## src/rtl/ibex_if_instr_queue_pkg.sv

```systemverilog
// Shared types for the IF-stage instruction queue: default depth and the
// per-entry payload captured from the instruction cache.
package ibex_if_instr_queue_pkg;

   localparam int unsigned IF_QUEUE_DEPTH = 2;

   typedef struct packed {
      logic [31:0] rdata;
      logic [31:0] addr;
      logic        err;
      logic        err_plus2;
   } if_q_entry_t;

   // RV32C: any encoding whose low two bits are not 2'b11 is a 16-bit instruction
   function automatic logic is_compressed(input logic [31:0] instr);
      return instr[1:0] != 2'b11;
   endfunction

endpackage

```

## src/rtl/ibex_if_instr_queue.sv

```systemverilog
// Decoupling queue between the instruction cache and ID. in_ready_o comes from
// registered occupancy only, so ID's ready never reaches the cache combinationally.
// The head entry is decoded for compressed format and error qualifiers on the way out.
module ibex_if_instr_queue
   import ibex_if_instr_queue_pkg::*;
#(
   parameter int unsigned Depth    = IF_QUEUE_DEPTH,
   parameter bit          ResetAll = 1'b0
) (
   input  logic                       clk_i,
   input  logic                       rst_i,
   input  logic                       flush_i,
   input  logic                       in_valid_i,
   output logic                       in_ready_o,
   input  logic [31:0]                in_rdata_i,
   input  logic [31:0]                in_addr_i,
   input  logic                       in_err_i,
   input  logic                       in_err_plus2_i,
   output logic                       out_valid_o,
   input  logic                       out_ready_i,
   output logic [31:0]                out_instr_o,
   output logic [31:0]                out_addr_o,
   output logic                       out_is_compressed_o,
   output logic                       out_err_o,
   output logic                       out_err_plus2_o,
   output logic [$clog2(Depth+1)-1:0] occupancy_o
);

   localparam int unsigned PtrW = $clog2(Depth);
   localparam int unsigned CntW = $clog2(Depth + 1);

   if_q_entry_t         mem [Depth];
   if_q_entry_t         head;
   if_q_entry_t         in_entry;
   logic [PtrW-1:0]     wr_ptr, rd_ptr;
   logic [CntW-1:0]     count;
   logic                push, pop;
   logic                head_comp;

   assign in_entry = '{rdata: in_rdata_i, addr: in_addr_i,
                       err: in_err_i, err_plus2: in_err_plus2_i};

   assign in_ready_o  = (count != CntW'(Depth));
   assign out_valid_o = (count != '0) & ~flush_i;
   assign push        = in_valid_i & in_ready_o & ~flush_i;
   assign pop         = out_valid_o & out_ready_i;
   assign occupancy_o = count;

   // Control state: pointers wrap by explicit compare so non-power-of-2 depths work
   always_ff @(posedge clk_i) begin
      if (rst_i || flush_i) begin
         wr_ptr <= '0;
         rd_ptr <= '0;
         count  <= '0;
      end else begin
         if (push) wr_ptr <= (wr_ptr == PtrW'(Depth - 1)) ? '0 : wr_ptr + PtrW'(1);
         if (pop)  rd_ptr <= (rd_ptr == PtrW'(Depth - 1)) ? '0 : rd_ptr + PtrW'(1);
         case ({push, pop})
            2'b10:   count <= count + CntW'(1);
            2'b01:   count <= count - CntW'(1);
            default: count <= count;
         endcase
      end
   end

   // Payload storage; cleared on reset only when ResetAll, otherwise flop-only (no reset)
   always_ff @(posedge clk_i) begin
      if (ResetAll && rst_i) begin
         for (int i = 0; i < int'(Depth); i++) mem[i] <= '0;
      end else if (push) begin
         mem[wr_ptr] <= in_entry;
      end
   end

   // Head decode: compressed instructions present with upper halfword zeroed
   always_comb begin
      head                = mem[rd_ptr];
      head_comp           = is_compressed(head.rdata);
      out_instr_o         = head_comp ? {16'h0, head.rdata[15:0]} : head.rdata;
      out_addr_o          = head.addr;
      out_is_compressed_o = head_comp;
      out_err_o           = head.err;
      out_err_plus2_o     = head.err & head.err_plus2 & ~head_comp;
   end

   // Protocol and occupancy invariants
   a_addr_aligned: assert property (@(posedge clk_i) disable iff (rst_i)
      push |-> !in_addr_i[0]);
   a_no_underflow: assert property (@(posedge clk_i) disable iff (rst_i)
      pop |-> (count != '0));
   a_no_overflow: assert property (@(posedge clk_i) disable iff (rst_i)
      count <= CntW'(Depth));
   a_in_stable: assert property (@(posedge clk_i) disable iff (rst_i)
      (in_valid_i && !in_ready_o && !flush_i) |=>
      (flush_i || (in_valid_i && $stable(in_rdata_i) && $stable(in_addr_i) &&
                   $stable(in_err_i) && $stable(in_err_plus2_i))));

endmodule

```

## config.mk

```make
export PLATFORM = sky130hd
export DESIGN_NAME = ibex_if_instr_queue
export DESIGN_NICKNAME = d
export VERILOG_FILES = /design/src/rtl/ibex_if_instr_queue_pkg.sv /design/src/rtl/ibex_if_instr_queue.sv
export SDC_FILE = /design/constraint.sdc
export NUM_CORES = 1
export LEC_CHECK = 0
export CAP_MARGIN = 0
export CORE_UTILIZATION = 40
export CTS_CLUSTER_DIAMETER = 60
export DETAILED_ROUTE_END_ITERATION = 10
export DONT_BUFFER_PORTS = 1
export GPL_TIMING_DRIVEN = 0
export PLACE_DENSITY_LB_ADDON = 0.2
export RECOVER_POWER = 100
export SLEW_MARGIN = 20
export SYNTH_ARGS = -nofsm -noshare
export SYNTH_HDL_FRONTEND = slang
export SYNTH_SLANG_ARGS = --single-unit
export TNS_END_PERCENT = 100
```

## constraint.sdc

```tcl
create_clock -name clk_i -period 5.3 [get_ports clk_i]
set_clock_uncertainty 0.15 [all_clocks]
set_input_delay 0.53 -clock clk_i [delete_from_list [all_inputs] [get_ports clk_i]]
set_output_delay 0.53 -clock clk_i [all_outputs]
set_load 0.05 [all_outputs]
```

After elaboration in Yosys (flattened, before gate mapping) --
Memories as Yosys holds them, arrays and structs flattened. A register that Yosys moved wholly into a read port is not among the register bits. Index checks and enable logic that the tools add are counted.
Word-level totals: word-level logic and storage cells 31, input bits 71, register bits 4, memories kept 1, RAM bits 132
Cells by class: $add $sub $neg 4, mux-type cells 8, bitwise logic cells 8, reduce and logical (&&, ||, !) cells 3, equality and inequality tests 4
Memory list:
- mem | depth 2, bits a word 66, read ports 1, clocked after Yosys merged registers in 1, write ports 1, RTL line ibex_if_instr_queue.sv:32 | if_q_entry_t mem [Depth];
Operator list (number):
- two-way mux 32 bit | 1
- AND 1 bit | 6
- two-way mux 1 bit | 6
- inequality test 2 bit (second input constant) | 2
- case mux 2 bit (2 select lines) | 1
- nonzero test 2 bit | 2
- adder 1 bit (second input constant) | 2
- adder 2 x 1 -> 2 bit (second input constant) | 1
- equality test 2 x 1 -> 1 bit (second input constant) | 1
- equality test 2 bit (second input constant) | 1
- NOT 1 bit | 2
- subtractor 2 x 1 -> 2 bit (second input constant) | 1
- logical OR 1 bit | 1

Depth between registers and ports, before layout --
Gate-level depths: netlist of run 1.
depth in word-level cells 5, gate-level depth with buffers 7

Worst setup path after synthesis of run 1 --
OpenSTA, ideal clock, no wires.
path type register to register, start point register count[0] (netlist: occupancy_o[0]), end point memory mem[1][0] (netlist name), enable pin, required time 4660 ps, buffers on the path 0, path slack 567 ps, clock period less this slack 4733 ps, stages on the path, launching flop included 5, data arrival time 4093 ps, cells stage by stage dfxtp_1 -> nor2b_1 -> inv_1 -> nand2b_1 -> nor2_1
Between the ends: longest elaborated chain between the ends 5
Ends and longest elaborated chain:
- start, declared | RTL line ibex_if_instr_queue.sv:36 | logic [CntW-1:0] count;
- start signal, assigned | RTL line ibex_if_instr_queue.sv:59 | 2'b10: count <= count + CntW'(1);
- start signal, assigned | RTL line ibex_if_instr_queue.sv:60 | 2'b01: count <= count - CntW'(1);
- start signal, assigned | RTL line ibex_if_instr_queue.sv:61 | default: count <= count;
- inequality test 2 bit | RTL line ibex_if_instr_queue.sv:43 | assign in_ready_o = (count != CntW'(Depth));
- net in_ready_o | RTL line ibex_if_instr_queue.sv:14 | output logic in_ready_o,
- AND 1 bit (2 in a row) | RTL line ibex_if_instr_queue.sv:45 | assign push = in_valid_i & in_ready_o & ~flush_i;
- two-way mux 1 bit | RTL line ibex_if_instr_queue.sv:70 | end else if (push) begin
- two-way mux 1 bit (implied by the code) | RTL line ibex_if_instr_queue.sv:71 | mem[wr_ptr] <= in_entry;
- end, declared | RTL line ibex_if_instr_queue.sv:32
The timed path passes the listed nets, and every way through them passes these cells.

==> flow_summary.json, run 1 <==
{
  "status": "complete, but fails checks",
  "violations": "max-capacitance violations, max-slew violations",
  "cpMostUsedCell": "clkbuf_1",
  "core_mm2": 0.0123,
  "ys_seq_area_share_pct": 79.3,
  "netlist_top_cells_area": "edfxtp_1, mux2_2, mux2i_1",
  "avgViaCountPerCell": 4.88,
  "setup_ws_ns": 1.49,
  "nFillCells": 1030,
  "grt_overflow_total": 0,
  "cp_data_required_time_ns": 4.62,
  "die_h_um": 115,
  "timing.fmax_ghz": 0.262,
  "critPathBufInv": 2,
  "final_cell_mix": "edfxtp_1, mux2_1, nor2_1",
  "synth_area_mm2": 0.00513,
  "peakVddDrop_mv": 0.327,
  "wire_per_inst_um": 17.9,
  "grt_pass1_wl_um": 12200,
  "crit_type": "flop to primary output",
  "r2r_cells": 6,
  "ys_ff_latch": 137,
  "row_count": 40,
  "numCtsBuffers": 17,
  "h-tree-depth": 4,
  "grt_pass1_vias": 2397,
  "antennaDiodeCount": 0,
  "cp-start-kind": "flop",
  "critPathCapture": "out_instr_o[28]",
  "critical_path.max_stage_delay_ns": 0.78,
  "crit_chain": "clkbuf_1 > and3b_1 > a31oi_1 > clkbuf_1 > nor2_1",
  "final-hold-violation-count": 0,
  "wirelength_um": 8250,
  "portBuffers": 0,
  "clockBufferDepth": 2,
  "ys_warn_count": 0,
  "worst_slew_pin_slew_ns": 1.65,
  "layout_min_cycle_time_ns": 3.81,
  "end_kind": "primary output",
  "root_buffer": "clkbuf_16",
  "antenna_found_initial": 0,
  "initial_utilization_pct": 41.8,
  "clkSinkCount": 137,
  "path_max_fanout": 10,
  "postCtsSetupBuffers": 0,
  "insertion_delay_ns": 0.40,
  "clk_pin_slew_ns": 0.06,
  "worst_path_max_delay_cell": "a31oi_1",
  "cp.arrival_ns": 3.13,
  "via_count": 2253,
  "areaGrowthSynthToFinish_pct": 18.6,
  "place_congestion": 0.703,
  "final_common_cell": "edfxtp_1",
  "r2r_start": "occupancy_o[0]",
  "hold_path.class": "input pin to flop",
  "ant_nets": 0,
  "die_x_um": 115,
  "power.density_mw_per_mm2": 439,
  "drtPass1Iterations": 3,
  "cts_tree": "built",
  "drv_slew": 45,
  "rsz0062_at_grt": "no",
  "nets": 353,
  "dp_slack_ns": 2.44,
  "cts_hold_buf": 0,
  "leakage_nw": 1.96,
  "period_share_pct": 72.0,
  "rr_endpoint": "mem[1][44]",
  "postSynthCellCount": 258,
  "cap_viol_max_count": 2,
  "tns_ns": 0,
  "avgSynthCellArea_um2": 19.9,
  "drc_errors": 0,
  "hpwlAfterDp_um": 5540,
  "grt_max_degree": 36,
  "post_cts_resized": 0,
  "grt_use_total_pct": 13.1,
  "drive_gt1_share_pct": 15.0,
  "relSlewSlack_pct": -10.3,
  "critPathTopFamily": "buffers and inverters",
  "ios": 142,
  "dieArea_mm2": 0.0133,
  "syn-num-nets": 330,
  "yosysUniqueCellTypes": 22,
  "hold_path_depth": 0,
  "path_depth": 5,
  "r2r_slack_ns": 1.78,
  "synth_area_leader_cell": "edfxtp_1",
  "setup_viol": 0,
  "drt_iter0_drc": 119,
  "yosysTopAreaCellShare_pct": 77.3
}
synthesized netlist by cell type:
library cell  instances
xnor2_1               1
dfxtp_1               5
nor2_1               22
edfxtp_1            132
inv_1                 3
xor2_1                1
nand2b_1              2
buf_6                 5
and3b_1               1
ha_1                  1
or3_1                 3
mux2i_1              18
nor3b_2               1
mux2_2               50
or2_2                 1
a21oi_1               2
nand2_1               2
buf_4                 2
a31oi_4               1
o21ai_0               2
nor2b_1               1
buf_2                 2
layer usage:
metal	wire length (um)	up-vias	GRT usage, %
met5	0	-	0
met4	178	0	7.27
met2	4000	101	21.1
met3	1110	12	8.80
li1	-	1043	-
met1	2970	1097	12.6
state kept, by name (all words and copies together), names as in the netlist, named ones only:
signal,flops
mem,132
occupancy_o,2
rd_ptr,1
wr_ptr,1
worst min-delay path by stage:
stage	startpoint	endpoint	slack [ns]
after floorplan	rd_ptr	flop	0.30
after global placement	rd_ptr	rd_ptr	0.31
after detailed placement	rd_ptr	rd_ptr	0.33
after CTS	in_addr_i[20]	mem[1][22]	0.04
after global routing	in_addr_i[5]	mem[1][7]	0.04
final	in_addr_i[7]	mem[0][9]	0.06
stage by stage:
step | util [%] | hold slack, ns | instance area (um2) | instances | total power, mW
2_1_floorplan | - | 0.302 | 5130 | 258 | 1.37
3_3_place_gp | 43.5 | 0.314 | 5340 | 426 | 1.39
3_5_place_dp | 44.4 | 0.335 | 5450 | 430 | 1.39
4_1_cts | 49.9 | 0.0386 | 6120 | 462 | 2.71
5_1_grt | 49.6 | 0.0359 | 6080 | 462 | 2.76
6_report | 49.6 | 0.0641 | 6080 | 462 | 2.67
kinds of logic after synthesis:
kind of cell	after synthesis	synth area share (%)
AO/OA/AOI/OAI	5	0.805
buffers and inverters	12	1.81
flip-flops	137	79.3
XOR/XNOR	2	0.342
adder cells (fa/ha/maj)	1	0.244
multiplexers	68	14.5
AND/OR/NAND/NOR	33	3.03
report_power, final:
part / internal [mW] / leakage [nW] / total [mW] / switching (mW)
Clock: 0.884 / 0.321 / 1.31 / 0.424
Combinational: 0.0200 / 0.383 / 0.130 / 0.110
Sequential: 1.22 / 1.25 / 1.23 / 0.00719
Total: 2.12 / 1.96 / 2.67 / 0.542
layout make-up:
cell class / count / area, um2 / area share, %
buffer: 9 / 65.1 / 1.07
clock inverter: 15 / 248 / 4.08
multi-input combinational: 109 / 950 / 15.6
sequential: 137 / 4060 / 66.9
timing repair buffer: 4 / 103 / 1.69
clock buffer: 17 / 425 / 7.00
inverter: 3 / 12.5 / 0.206
tap: 168 / 210 / 3.46
Note: power is estimated with default switching activity, not from simulation.
==> run 2: changes to the inputs <==
- clock period: 5.3 -> 3.2 ns (I/O delays scaled with it)
==> flow_summary.json, run 2 (same netlist as run 1, synthesis figures left out) <==
{
  "hold_path.class": "input pin to flop",
  "via_count": 2537,
  "numCtsBuffers": 17,
  "largest-register": "mem",
  "insertion_delay_ns": 0.41,
  "root_buffer": "clkbuf_16",
  "status": "finished, final reports clean",
  "grt_pass1_wl_um": 13100,
  "r2r_slack_ns": 0.42,
  "worst_slew_pin_slew_ns": 1.12,
  "grt_max_degree": 40,
  "portBuffers": 0,
  "antenna_found_initial": 0,
  "power.total_mw": 4.47,
  "postCtsSetupBuffers": 0,
  "ios": 142,
  "clockBufferDepth": 2,
  "clkSinkCount": 137,
  "largest_register_ffs": 132,
  "final_common_cell": "edfxtp_1",
  "areaGrowthSynthToFinish_pct": 31.8,
  "worst_path_max_delay_cell": "a31oi_1",
  "critPathTopFamily": "compound AO/OA/AOI/OAI gates",
  "crit_chain": "buf_4 > and3b_1 > a31oi_1 > buf_6 > nor2_1",
  "use_met1_pct": 14.7,
  "end_kind": "primary output",
  "top_usage_layer": "met2",
  "h-tree-depth": 4,
  "leakage_nw": 2.25,
  "rr_endpoint": "mem[1][1]",
  "tns_ns": 0,
  "use_met2_pct": 23.1,
  "cp_data_required_time_ns": 2.73,
  "grt_overflow_total": 0,
  "power.density_mw_per_mm2": 662,
  "final_cell_mix": "edfxtp_1, dlygate4sd3_1, mux2_1",
  "period_share_pct": 89.1,
  "cp.arrival_ns": 2.38,
  "antennaDiodeCount": 0,
  "layout_min_cycle_time_ns": 2.85,
  "cts_hold_buf": 69,
  "rsz0062_at_grt": "no",
  "swShare_pct": 20.2,
  "cap_viol_max_count": 0,
  "hold_path_depth": 3,
  "r2r_cells": 6,
  "power_switching_mw": 0.905,
  "timing.fmax_ghz": 0.351,
  "cp-start-kind": "flop",
  "drv_slew": 0,
  "grt_pass1_vias": 2542,
  "core_mm2": 0.0123,
  "initial_utilization_pct": 41.8,
  "p_clk_share_pct": 47.9,
  "row_count": 40,
  "dp_slack_ns": 0.381,
  "whs_endpoint": "wr_ptr",
  "drc_errors": 0,
  "wirelength_um": 8770,
  "hold_path_startpoint": "in_valid_i",
  "grt.met3_usage_pct": 6.43,
  "path_max_fanout": 10,
  "critical_path.max_stage_delay_ns": 0.81,
  "final-hold-violation-count": 0,
  "die_h_um": 115,
  "crit_type": "flop to primary output",
  "drt_iter0_drc": 145,
  "avgViaCountPerCell": 4.78,
  "post_cts_resized": 0,
  "grt_use_total_pct": 13.9,
  "r2r_start": "occupancy_o[0]",
  "ant_nets": 0,
  "post-route-util_pct": 55.1,
  "internal_power_mw": 3.57,
  "wire_per_inst_um": 16.5,
  "setup_viol": 0,
  "drive_gt1_share_pct": 12.4,
  "dieArea_mm2": 0.0133,
  "clk_pin_slew_ns": 0.05,
  "relSlewSlack_pct": 24.9,
  "cts_tree": "built",
  "drtPass1Iterations": 4,
  "critPathBufInv": 2,
  "place_congestion": 0.688,
  "setup_ws_ns": 0.348,
  "peakVddDrop_mv": 0.377,
  "p_comb_share_pct": 6.6,
  "hpwlAfterDp_um": 5680,
  "nets": 422,
  "power_frac_seq_pct": 45.5,
  "die_x_um": 115
}
run 2: changes by cell type in the layout (fill, tap and decap cells not counted), moves of 2 or more:
cell,change
buf_4,+2
buf_16,-2
dlygate4sd3_1,+69
inv_6,-2
run 2: power by group through the flow:
stage                     clock network [mW]  logic (mW)  registers (mW)
final                                   2.14       0.296            2.03
after detailed placement                   0       0.228            2.07
after global placement                     0       0.221            2.07
after floorplan                            0       0.200            2.07
after CTS                               2.20       0.308            2.03
after global routing                    2.27       0.312            2.04
run 2: worst min-delay path, stage by stage:
cell and delay (ns):
nand2b_1 0.05, o21ai_0 0.14, a21oi_1 0.07
run 2: cell type report:
| cell class | count | area [um2] |
|---|---|---|
| clock inverters | 13 | 225 |
| repair buffers | 73 | 773 |
| plain buffers | 9 | 80.1 |
| multi-input cells | 109 | 957 |
| fillers | 993 | 5510 |
| well taps | 168 | 210 |
| clock buffers | 19 | 433 |
| inverters | 3 | 11.3 |
| flip-flops and latches | 137 | 4060 |
run 2: worst max path at each step:
stage,start,endpoint,slack (ns),depth (start not counted)
floorplan,occupancy_o[0],mem[0][0],0.13,3
global placement,occupancy_o[0],mem[0][44],-0.77,3
detailed placement,occupancy_o[0],mem[1][37],0.38,6
CTS,occupancy_o[0],mem[1][39],0.37,6
global route,flop,out_instr_o[18],0.19,5
finish,flop,out_instr_o[23],0.35,5
run 2: routing by layer:
layer	up-vias	wire, um
li1	1183	-
met2	101	4380
met4	0	180
met3	14	784
met1	1239	3420
met5	-	0
run 2: metrics by stage:
step | hold WS (ns) | instance area [um2] | cells
after floorplan | 0.269 | 5130 | 258
after global placement | 0.269 | 5340 | 426
after detailed placement | 0.269 | 5430 | 430
after CTS | 0.0559 | 6780 | 531
after global routing | 0.0980 | 6750 | 531
final | 0.0821 | 6750 | 531
==> run 3: changes to the inputs <==
- CTS_BUF_LIST: unset -> sky130_fd_sc_hd__clkbuf_4 sky130_fd_sc_hd__clkbuf_8 sky130_fd_sc_hd__clkbuf_16
- clock period: 3.2 -> 3.15 ns (I/O delays scaled with it)
==> flow_summary.json, run 3 (same netlist as run 1, synthesis figures left out) <==
{
  "drtPass1Iterations": 4,
  "insertion_delay_ns": 0.41,
  "antennaDiodeCount": 0,
  "power.density_mw_per_mm2": 676,
  "grt_pass1_wl_um": 13100,
  "hpwlAfterDp_um": 5680,
  "grt_max_degree": 40,
  "final_cell_mix": "edfxtp_1, dlygate4sd3_1, mux2_1",
  "hold_path.class": "input pin to flop",
  "ff_latch_area_mm2": 0.00406,
  "setup_viol": 0,
  "cp-start-kind": "flop",
  "grt_overflow_total": 0,
  "peakVddDrop_mv": 0.383,
  "timing.fmax_ghz": 0.350,
  "hold_path_startpoint": "in_valid_i",
  "die_h_um": 115,
  "leakage_nw": 2.25,
  "avgViaCountPerCell": 4.77,
  "layout.cells.non_filler": 531,
  "drc_errors": 0,
  "wire_per_inst_um": 16.5,
  "clockBufferDepth": 2,
  "r2r_cells": 6,
  "worst_slew_pin_slew_ns": 1.12,
  "ios": 142,
  "whs_endpoint": "wr_ptr",
  "die_x_um": 115,
  "layout_min_cycle_time_ns": 2.86,
  "place_congestion": 0.688,
  "dpl.cell_count": 430,
  "portBuffers": 0,
  "final_area_mm2": 0.00675,
  "ant_nets": 0,
  "hold_ws_ns": 0.0769,
  "tns_ns": 0,
  "root_buffer": "clkbuf_16",
  "status": "finished, final reports clean",
  "drt_iter0_drc": 139,
  "path_max_fanout": 25,
  "clkSinkCount": 137,
  "numCtsBuffers": 17,
  "nets": 422,
  "initial_utilization_pct": 41.8,
  "via_count": 2533,
  "final-hold-violation-count": 0,
  "grt_pass1_vias": 2542,
  "nFillCells": 997,
  "areaGrowthSynthToFinish_pct": 31.6,
  "r2r_slack_ns": 0.29,
  "wirelength_um": 8760,
  "drive_gt1_share_pct": 12.9,
  "largest_register_ffs": 132,
  "crit_type": "flop to flop",
  "rr_endpoint": "mem[1][1]",
  "clk_pin_slew_ns": 0.05,
  "rsz0062_at_grt": "no",
  "hold_path_depth": 3,
  "end_kind": "flop",
  "cap_viol_max_count": 0,
  "largest-register": "mem",
  "postCtsSetupBuffers": 0,
  "dpl-instance-area_mm2": 0.00543,
  "cp_data_required_time_ns": 3.09,
  "final_common_cell": "edfxtp_1",
  "r2r_start": "occupancy_o[0]",
  "drv_slew": 0,
  "multi_input_area_um2": 957,
  "relSlewSlack_pct": 24.9,
  "power.total_mw": 4.56,
  "grt_use_total_pct": 13.9,
  "cp.arrival_ns": 2.80,
  "row_count": 40,
  "dieArea_mm2": 0.0133,
  "h-tree-depth": 4,
  "core_mm2": 0.0123,
  "cts_tree": "built",
  "antenna_found_initial": 0,
  "period_share_pct": 90.7
}
-- run 3: cell count changes in the layout (fill, tap and decap cells not counted), sizes merged --
cell | previous run | this run
buf | 12 | 11
clkbuf | 20 | 21
-- run 3: worst max path at each step --
stage | start | to | slack [ns] | cells past startpoint
3_3_place_gp | occupancy_o[0] | mem[0][44] | -0.82 | 3
2_1_floorplan | occupancy_o[0] | mem[0][0] | 0.08 | 3
6_report | occupancy_o[0] | mem[1][1] | 0.29 | 6
3_5_place_dp | occupancy_o[0] | mem[1][37] | 0.33 | 6
4_1_cts | occupancy_o[0] | mem[1][39] | 0.32 | 6
5_1_grt | occupancy_o[0] | mem[1][1] | 0.11 | 6
-- run 3: power by group --
part	internal, mW	switching (mW)	total, mW
Combinational	0.0909	0.209	0.300
Clock	1.50	0.698	2.19
Sequential	2.05	0.0127	2.07
Total	3.64	0.920	4.56
-- run 3: final cells by class --
type                            instances  area share, %
Timing Repair Buffer                   73           11.2
Sequential cell                       137           60.2
Clock buffer                           19           6.53
Buffer                                  9           1.19
Tap cell                              168           3.12
Inverter                                3          0.167
Multi-Input combinational cell        109           14.2
Clock inverter                         13           3.34
-- run 3: metal layers --
layer	GRT usage, %	up-vias	share of wire, %
li1	-	1181	-
met1	14.7	1235	39
met2	23.1	103	50
met3	6.43	14	9.1
met4	7.53	0	2.1
met5	0	-	0
-- run 3: critical path, cell delays in order (launching register included) --
cell,delay (ns)
dfxtp_1,0.72
nor2b_1,0.15
inv_1,0.38
nand2b_1,0.19
nor2_4,0.44
buf_16,0.22
buf_6,0.26
-- run 3: timing repair --
item / in CTS / in global routing
resized for setup: 0 / 0
hold buffers: 69 / 0
endpoints found under the hold margin: 137 / 0
-- run 3: through the flow --
step	setup WS (ns)	utilization (%)
after floorplan	0.0770	-
after detailed placement	0.331	44.3
after CTS	0.324	55.3
after global routing	0.109	55.0
after global placement	-0.818	43.6
final	0.294	55.0
